$ cat src/rtl/vx_alu_commit_arb_if.sv
// Commit-arbiter bundle: NUM_INPUTS ALU commit streams in, one merged commit stream out.
// master drives the inputs and ready_out (ALU side / sink); slave is the arbiter.
interface vx_alu_commit_arb_if #(
    parameter int NUM_INPUTS = 2,
    parameter int DATAW      = 64
);
    localparam int SELW = (NUM_INPUTS > 1) ? $clog2(NUM_INPUTS) : 1;

    logic [NUM_INPUTS-1:0]       valid_in;
    logic [NUM_INPUTS*DATAW-1:0] data_in;
    logic [NUM_INPUTS-1:0]       sop_in;
    logic [NUM_INPUTS-1:0]       eop_in;
    logic [NUM_INPUTS-1:0]       ready_in;

    logic                        valid_out;
    logic [DATAW-1:0]            data_out;
    logic                        sop_out;
    logic                        eop_out;
    logic [SELW-1:0]             sel_out;
    logic                        ready_out;

    modport master (
        output valid_in, data_in, sop_in, eop_in, ready_out,
        input  ready_in, valid_out, data_out, sop_out, eop_out, sel_out
    );

    modport slave (
        input  valid_in, data_in, sop_in, eop_in, ready_out,
        output ready_in, valid_out, data_out, sop_out, eop_out, sel_out
    );
endinterface

$ cat src/rtl/vx_alu_commit_arb.sv
// Packet-aware round-robin merge of ALU commit streams into a 2-entry registered skid buffer.
// Optional stall counter port perf_stalls is built only when VX_COMMIT_ARB_PERF_EN is defined.
module vx_alu_commit_arb #(
    parameter int NUM_INPUTS = 2,
    parameter int DATAW      = 64,
    parameter int PERF_W     = 32
) (
    input  logic                  clk,
    input  logic                  reset,
    vx_alu_commit_arb_if.slave    bus
`ifdef VX_COMMIT_ARB_PERF_EN
    ,
    output logic [PERF_W-1:0]     perf_stalls
`endif
);
    localparam int SELW = (NUM_INPUTS > 1) ? $clog2(NUM_INPUTS) : 1;

    typedef enum logic {
        S_IDLE,
        S_LOCKED
    } state_e;

    state_e          state_q;
    logic [SELW-1:0] lock_q;
    logic [SELW-1:0] rr_ptr_q;

    logic [DATAW-1:0] din [NUM_INPUTS];

    logic [SELW-1:0]       grant_idx;
    logic                  grant_vld;
    logic [SELW-1:0]       cand_idx;
    int                    cand;
    logic [NUM_INPUTS-1:0] ready_vec;
    logic                  can_accept;
    logic                  push;
    logic                  pop;

    logic [DATAW-1:0] push_data;
    logic             push_sop;
    logic             push_eop;

    // Skid buffer: head drives the outputs directly, tail catches the second beat.
    logic [1:0]       count_q, count_d;
    logic [DATAW-1:0] head_data_q, head_data_d, tail_data_q, tail_data_d;
    logic             head_sop_q, head_sop_d, tail_sop_q, tail_sop_d;
    logic             head_eop_q, head_eop_d, tail_eop_q, tail_eop_d;
    logic [SELW-1:0]  head_sel_q, head_sel_d, tail_sel_q, tail_sel_d;

    for (genvar g = 0; g < NUM_INPUTS; g++) begin : g_unpack
        assign din[g] = bus.data_in[g*DATAW +: DATAW];
    end

    assign can_accept = (count_q != 2'd2);

    always_comb begin
        grant_idx = '0;
        grant_vld = 1'b0;
        cand      = 0;
        cand_idx  = '0;
        if (state_q == S_LOCKED) begin
            // The lock holder keeps the grant even while it has nothing to send.
            grant_idx = lock_q;
            grant_vld = 1'b1;
        end else begin
            for (int i = 1; i <= NUM_INPUTS; i++) begin
                cand     = (int'(rr_ptr_q) + i) % NUM_INPUTS;
                cand_idx = SELW'(cand);
                if (!grant_vld && bus.valid_in[cand_idx]) begin
                    grant_vld = 1'b1;
                    grant_idx = cand_idx;
                end
            end
        end
    end

    always_comb begin
        ready_vec = '0;
        if (grant_vld && can_accept && !reset) begin
            ready_vec[grant_idx] = 1'b1;
        end
    end

    assign bus.ready_in = ready_vec;
    assign push         = |(bus.valid_in & ready_vec);
    assign pop          = (count_q != 2'd0) && bus.ready_out;
    assign push_data    = din[grant_idx];
    assign push_sop     = bus.sop_in[grant_idx];
    assign push_eop     = bus.eop_in[grant_idx];

    always_ff @(posedge clk or posedge reset) begin
        if (reset) begin
            state_q  <= S_IDLE;
            lock_q   <= '0;
            rr_ptr_q <= SELW'(NUM_INPUTS - 1);
        end else if (push) begin
            if (push_eop) begin
                rr_ptr_q <= grant_idx;
                state_q  <= S_IDLE;
            end else begin
                lock_q   <= grant_idx;
                state_q  <= S_LOCKED;
            end
        end
    end

    always_comb begin
        head_data_d = head_data_q;
        head_sop_d  = head_sop_q;
        head_eop_d  = head_eop_q;
        head_sel_d  = head_sel_q;
        tail_data_d = tail_data_q;
        tail_sop_d  = tail_sop_q;
        tail_eop_d  = tail_eop_q;
        tail_sel_d  = tail_sel_q;
        count_d     = count_q + {1'b0, push} - {1'b0, pop};

        if (pop && (count_q == 2'd2)) begin
            head_data_d = tail_data_q;
            head_sop_d  = tail_sop_q;
            head_eop_d  = tail_eop_q;
            head_sel_d  = tail_sel_q;
        end

        // A push lands in head when head is empty or is being drained this cycle.
        if (push) begin
            if ((count_q == 2'd0) || ((count_q == 2'd1) && pop)) begin
                head_data_d = push_data;
                head_sop_d  = push_sop;
                head_eop_d  = push_eop;
                head_sel_d  = grant_idx;
            end else begin
                tail_data_d = push_data;
                tail_sop_d  = push_sop;
                tail_eop_d  = push_eop;
                tail_sel_d  = grant_idx;
            end
        end
    end

    always_ff @(posedge clk or posedge reset) begin
        if (reset) begin
            count_q     <= 2'd0;
            head_data_q <= '0;
            head_sop_q  <= 1'b0;
            head_eop_q  <= 1'b0;
            head_sel_q  <= '0;
            tail_data_q <= '0;
            tail_sop_q  <= 1'b0;
            tail_eop_q  <= 1'b0;
            tail_sel_q  <= '0;
        end else begin
            count_q     <= count_d;
            head_data_q <= head_data_d;
            head_sop_q  <= head_sop_d;
            head_eop_q  <= head_eop_d;
            head_sel_q  <= head_sel_d;
            tail_data_q <= tail_data_d;
            tail_sop_q  <= tail_sop_d;
            tail_eop_q  <= tail_eop_d;
            tail_sel_q  <= tail_sel_d;
        end
    end

    assign bus.valid_out = (count_q != 2'd0);
    assign bus.data_out  = head_data_q;
    assign bus.sop_out   = head_sop_q;
    assign bus.eop_out   = head_eop_q;
    assign bus.sel_out   = head_sel_q;

`ifdef VX_COMMIT_ARB_PERF_EN
    logic [PERF_W-1:0] perf_q;

    always_ff @(posedge clk or posedge reset) begin
        if (reset) begin
            perf_q <= '0;
        end else if ((|bus.valid_in) && !push) begin
            perf_q <= perf_q + PERF_W'(1);
        end
    end

    assign perf_stalls = perf_q;
`else
    localparam int unused_perf_w = PERF_W;
`endif

endmodule
$ cat src/flat_wrapper.sv
// flat-port wrapper written by rule: the top's interface ports become plain ports
module vx_alu_commit_arb_flat 
#(
    parameter int NUM_INPUTS = 2,
    parameter int DATAW      = 64,
    parameter int PERF_W     = 32
)
  (clk, reset, bus_valid_in, bus_data_in, bus_sop_in, bus_eop_in, bus_ready_out, bus_ready_in, bus_valid_out, bus_data_out, bus_sop_out, bus_eop_out, bus_sel_out);
  vx_alu_commit_arb_if #(.NUM_INPUTS(NUM_INPUTS), .DATAW(DATAW)) bus_i ();
  input  logic clk;
  input  logic reset;
  input wire logic [$bits(bus_i.valid_in)-1:0] bus_valid_in;
  input wire logic [$bits(bus_i.data_in)-1:0] bus_data_in;
  input wire logic [$bits(bus_i.sop_in)-1:0] bus_sop_in;
  input wire logic [$bits(bus_i.eop_in)-1:0] bus_eop_in;
  input wire logic [$bits(bus_i.ready_out)-1:0] bus_ready_out;
  output wire logic [$bits(bus_i.ready_in)-1:0] bus_ready_in;
  output wire logic [$bits(bus_i.valid_out)-1:0] bus_valid_out;
  output wire logic [$bits(bus_i.data_out)-1:0] bus_data_out;
  output wire logic [$bits(bus_i.sop_out)-1:0] bus_sop_out;
  output wire logic [$bits(bus_i.eop_out)-1:0] bus_eop_out;
  output wire logic [$bits(bus_i.sel_out)-1:0] bus_sel_out;
  assign bus_i.valid_in = bus_valid_in;
  assign bus_i.data_in = bus_data_in;
  assign bus_i.sop_in = bus_sop_in;
  assign bus_i.eop_in = bus_eop_in;
  assign bus_i.ready_out = bus_ready_out;
  assign bus_ready_in = bus_i.ready_in;
  assign bus_valid_out = bus_i.valid_out;
  assign bus_data_out = bus_i.data_out;
  assign bus_sop_out = bus_i.sop_out;
  assign bus_eop_out = bus_i.eop_out;
  assign bus_sel_out = bus_i.sel_out;
  vx_alu_commit_arb #(.NUM_INPUTS(NUM_INPUTS), .DATAW(DATAW), .PERF_W(PERF_W)) u_core (.clk(clk), .reset(reset), .bus(bus_i));
endmodule
$ cat config.mk
export PLATFORM = sky130hd
export DESIGN_NAME = vx_alu_commit_arb_flat
export DESIGN_NICKNAME = d
export VERILOG_FILES = /design/src/rtl/vx_alu_commit_arb_if.sv /design/src/rtl/vx_alu_commit_arb.sv /design/src/flat_wrapper.sv
export SDC_FILE = /design/constraint.sdc
export NUM_CORES = 1
export LEC_CHECK = 0
export BUFFER_PORTS_ARGS = -buffer_cell sky130_fd_sc_hd__buf_2
export CORE_UTILIZATION = 52
export CTS_CLUSTER_SIZE = 10
export DETAILED_ROUTE_END_ITERATION = 10
export PLACE_DENSITY = 0.8
export SLEW_MARGIN = 20
export SYNTH_ARGS = -nofsm -noshare
export SYNTH_HDL_FRONTEND = slang
export SYNTH_SLANG_ARGS = --single-unit
$ cat constraint.sdc
create_clock -name clk -period 4.95 [get_ports clk]
set_input_delay 0.2475 -clock clk [delete_from_list [all_inputs] [get_ports clk]]
set_output_delay 0.2475 -clock clk [all_outputs]
set_load 0.02 [all_outputs]
# == Word-level counts from Yosys, hierarchy flattened ==
# Index checks and enable logic that the tools add are counted.
# Widths: inputs -> output; s select.
# word_totals
n_memories,0
word_cells,78
rom_bits,0
regBits,139
ramBits,0
latch_bits,0
# classes
n_reduce_logical,16
eq_ne,3
n_lt_le_gt_ge,5
n_bitwise,4
n_mul,0
n_div,0
shifts,0
addsub,4
n_mux,34
# ops
operator,n
$mux 64,6
$mux 1,26
$logic_and 1x1->1,7
$lt 1x2->1 const B,3
$reduce_and 2->1,3
$add 1x1->1 const B,2
$add 2x1->2,1
$and 2x2->2,1
$eq 2x1->1 const B,1
$eq 2x2->1 const B,1
$ge 2x2->1 const B,1
$logic_not 1->1,2
$logic_not 2->1,1
$mux 2,1
$ne 2x2->1 const B,1
$not 1->1,2
$not 1->2,1
$reduce_bool 2->1,1
$reduce_or 2->1,1
$sub 2x1->2,1
$demux 1 s1,1
$ge 1x1->1 const B,1
$logic_or 1x1->1,1

# == Longest topological paths before layout ==
# logic_depth
ltp_word,18
ltp_mapped,7

# == Worst setup path before layout ==
# OpenSTA, ideal clock, no wires.
# synth_timing
kind,input to register
from,input port reset
to,register u_core.tail_data_q[29]
required_time_ns,4.822
slack_ns,0.018
n_path_buf,1
path_stages,5
arrival_time_ns,4.804
setup_time_ns,0.128
cell_sequence,inv_1 o2111ai_4 nor2_4 buf_6 mux2_1
# synth_between
elab_chain_len,6
# synth_rtl
element,line,text
from (decl),flat_wrapper.sv:11,input logic reset;
$logic_not 1->1,vx_alu_commit_arb.sv:78,if (grant_vld && can_accept && !reset) begin
$logic_and 1x1->1,vx_alu_commit_arb.sv:78,
$mux 2,vx_alu_commit_arb.sv:78,
$and 2x2->2,vx_alu_commit_arb.sv:84,assign push = |(bus.valid_in & ready_vec);
$reduce_or 2->1,vx_alu_commit_arb.sv:84,
$reduce_and 2->1 (no source line),n/a,
to (signal assigned),vx_alu_commit_arb.sv:157,tail_data_q <= tail_data_d;
to (decl),vx_alu_commit_arb.sv:44,"logic [DATAW-1:0] head_data_q, head_data_d, tail_data_q, tail_data_d;"
# No other way between the ends.
# A chain may end at the register's enable or synchronous reset.

# == Final worst setup path ==
# layout_timing
from,input port reset
to,register u_core.tail_data_q[59]
# The elaborated chain is that of the path after synthesis.

==> run_results.csv <==
group,metric,value,unit
placement,numPortBuffers,206,
floorplanning,rows,42,
global_route,grt_max_degree,81,
global_route,antenna_found_initial,0,
power,power_leakage,4.50,nW
layout,stdcell_count,893,
yosys,synth-edff-count,0,
placement,dp_slack,2340,ps
placement,routabilityCongestion,0.756,
global_route,grt_overflow_total,0,
layout,n_antenna_cell,0,
yosys,yosys_most_used_dff,"dfrtp_1",
run,cap_violations,0,
routing,routed_wirelength,14.6,mm
clocking,cts_buffer_depth,2,
floorplanning,ios,207,
yosys,avgSynthCellArea,13.8,sq um
floorplanning,core_region_area,13200,sq um
yosys,syn-num-nets,648,
worst_setup_path,r2r-end,"u_core.bus.data_out[33]",
routing,drc_errors,0,
timing,drv_slew,0,
timing,setup_tns,0,ps
yosys,synth_cell_types,37,
clocking,cts.sinks,139,
routing,viasPerCell,5.36,
layout,multi_input_area,3300,sq um
power,peakVddDrop,272,uV
placement,post-dp-hpwl,9.57,mm
worst_hold_path,hold_class,"input pin to flop",
timing,clock-skew-final,5.65,ps
global_route,grtUsageTotal,22.4,%
worst_setup_path,cp.arrival,3000,ps
timing,worst_slack,2250,ps
yosys,ys_async_sr_fraction,100,%
power,power,6.22,mW
worst_setup_path,crit_path_end,"u_core.tail_data_q[59]",
floorplanning,dieArea,14000,sq um
worst_setup_path,rr_worst_depth,4,
timing,grt_setup_unrepaired,"false",
yosys,synthTopCellsByArea,"dfrtp_1 49%, mux2_2 16%, mux2i_1 14%",
yosys,yosysTopAreaCell,"dfrtp_1",
yosys,netlist_area,7040,sq um
floorplanning,start_util,53.1,%
worst_setup_path,reg2reg_from,"u_core.count_q[1]",
outcome,status,"complete, no violations",
placement,dp.cells,861,
worst_setup_path,startpoint,"reset",
routing,vias,4784,
yosys,yosys_register_bits,139,
yosys,synthCells,510,
timing,min_period_over_period,54.6,%
clocking,cts.clk_slew.worst_paths,50,ps
timing,worstMarginPinSlew,1080,ps
floorplanning,die_h,118,microns
routing,wire_per_inst,16.3,microns
timing,fin_crit,2700,ps
power,p_per_area,709,nW/um^2
layout,drive_gt1_share,53.3,%
layout,final_cell_mix,"206 x buf_2, 138 x dfrtp_1, 101 x mux2_2",
yosys,yosysWarnings,0,
layout,seq_area,3480,sq um
layout,nets,844,
worst_setup_path,path_class,"input pin to flop",
layout,final_common_cell,"buf_2",
yosys,synth_top_area_share,49.1,%
layout,area_growth,24.8,%
global_route,grt_pass1_vias,5047,
clocking,cts_made_buffers,17,
clocking,clkLatencyLatePin,420,ps
timing,max_freq,370,MHz
yosys,synth-seq-area-share,49.5,%
worst_setup_path,critPathRequiredTime,5250,ps
worst_setup_path,endpoint_kind,"flop",
clocking,cts-root-buf,"clkbuf_16",
worst_setup_path,startpoint_type,"input pin",
global_route,grt_first_pass_wirelength,24.3,mm
layout,fin_util,66.3,%
worst_hold_path,hold_start,"bus_eop_in[0]",
layout,fillerInstances,977,
routing,first_pass_iters,4,
timing,maxSlewHeadroom,27.7,%
timing,setup_viol_count_final,0,
floorplanning,die_w,118,microns
clocking,cts_tree,"built",
worst_setup_path,reg2reg_slack,2420,ps
routing,drt_iter0_drc,228,
worst_setup_path,crit_fanout,64,
clocking,cts_max_level,4,
routing,ant_nets,0,
timing,hold_viol_final,0,
==> cell families after synthesis <==
family	Yosys count	synth area share, %
AOI/OAI and AO/OA	75	7.29
and+or+nand+nor	15	1.28
DFF	139	49.5
muxes	237	37.7
adders and majority gates	1	0.178
buffers and inverters	41	3.86
xor gates and xnor gates	2	0.249
==> through the flow <==
step	area (sq um)	hold WS (ps)
final	8780	106
after global routing	8780	103
after CTS	8750	85.6
after detailed placement	8100	369
after global placement	8100	352
after floorplan	7040	393
==> synthesized netlist by cell type (all sizes together), types with 2 or more instances <==
cell	instances
a21oi	3
buf	25
nand2	5
mux2	142
or2	2
inv	4
mux2i	95
o21ai	33
nor2	3
clkbuf	12
dfrtp	138
o31ai	31
o2111ai	2
nor2b	2
==> worst min path at each step <==
stage | to | depth (start not counted)
after floorplan | u_core.rr_ptr_q | 2
after global placement | u_core.count_q[1] | 2
after detailed placement | u_core.count_q[0] | 2
after CTS | u_core.rr_ptr_q | 3
after global routing | u_core.rr_ptr_q | 3
final | u_core.rr_ptr_q | 3
==> worst max-delay path: stages <==
cell           delay (ps)
dlygate4sd3_1         530
buf_2                 150
inv_6                 380
o2111ai_4             170
buf_4                 350
nor2_4                140
buf_4                 530
mux2_2                400
==> flip-flops by register name, indices dropped and copies added, names as in the netlist <==
signal / cells
u_core.tail_eop_q: 1
u_core.tail_data_q: 64
u_core.rr_ptr_q: 1
u_core.bus.sop_out: 1
u_core.bus.eop_out: 1
u_core.state_q: 1
u_core.bus.sel_out: 1
u_core.tail_sel_q: 1
u_core.lock_q: 1
u_core.tail_sop_q: 1
u_core.count_q: 2
u_core.bus.data_out: 64
==> timing repair <==
| item | CTS | global route |
|---|---|---|
| gates resized for setup | 0 | 0 |
| buffers inserted | 0 | 0 |
| hold buffers | 1 | 0 |
| endpoints found under the setup margin | 0 | 0 |
| hold endpoints to repair | 58 | 0 |
==> cell type report <==
type / instances / area share (%)
inverter: 4 / 0.228
sequential: 139 / 39.6
tap: 176 / 2.51
clock buffer: 24 / 5.83
multi-input combinational: 330 / 37.6
timing repair buffer: 214 / 12.7
clock inverter: 6 / 1.51
==> metal layers <==
metal  wire, microns  vias up  global-route usage, %
met4             150        0                   7.29
met1            6430     2330                   27.7
met5               0        -                      0
met2            7110      169                   37.3
met3             881       15                   6.76
li1                -     2270                      -
==> where the power goes <==
part / switching (mW) / internal [mW]
sequential: 0.319 / 1.72
clock: 0.441 / 0.917
combinational: 1.46 / 1.36
(Power assumes the default switching activity.)
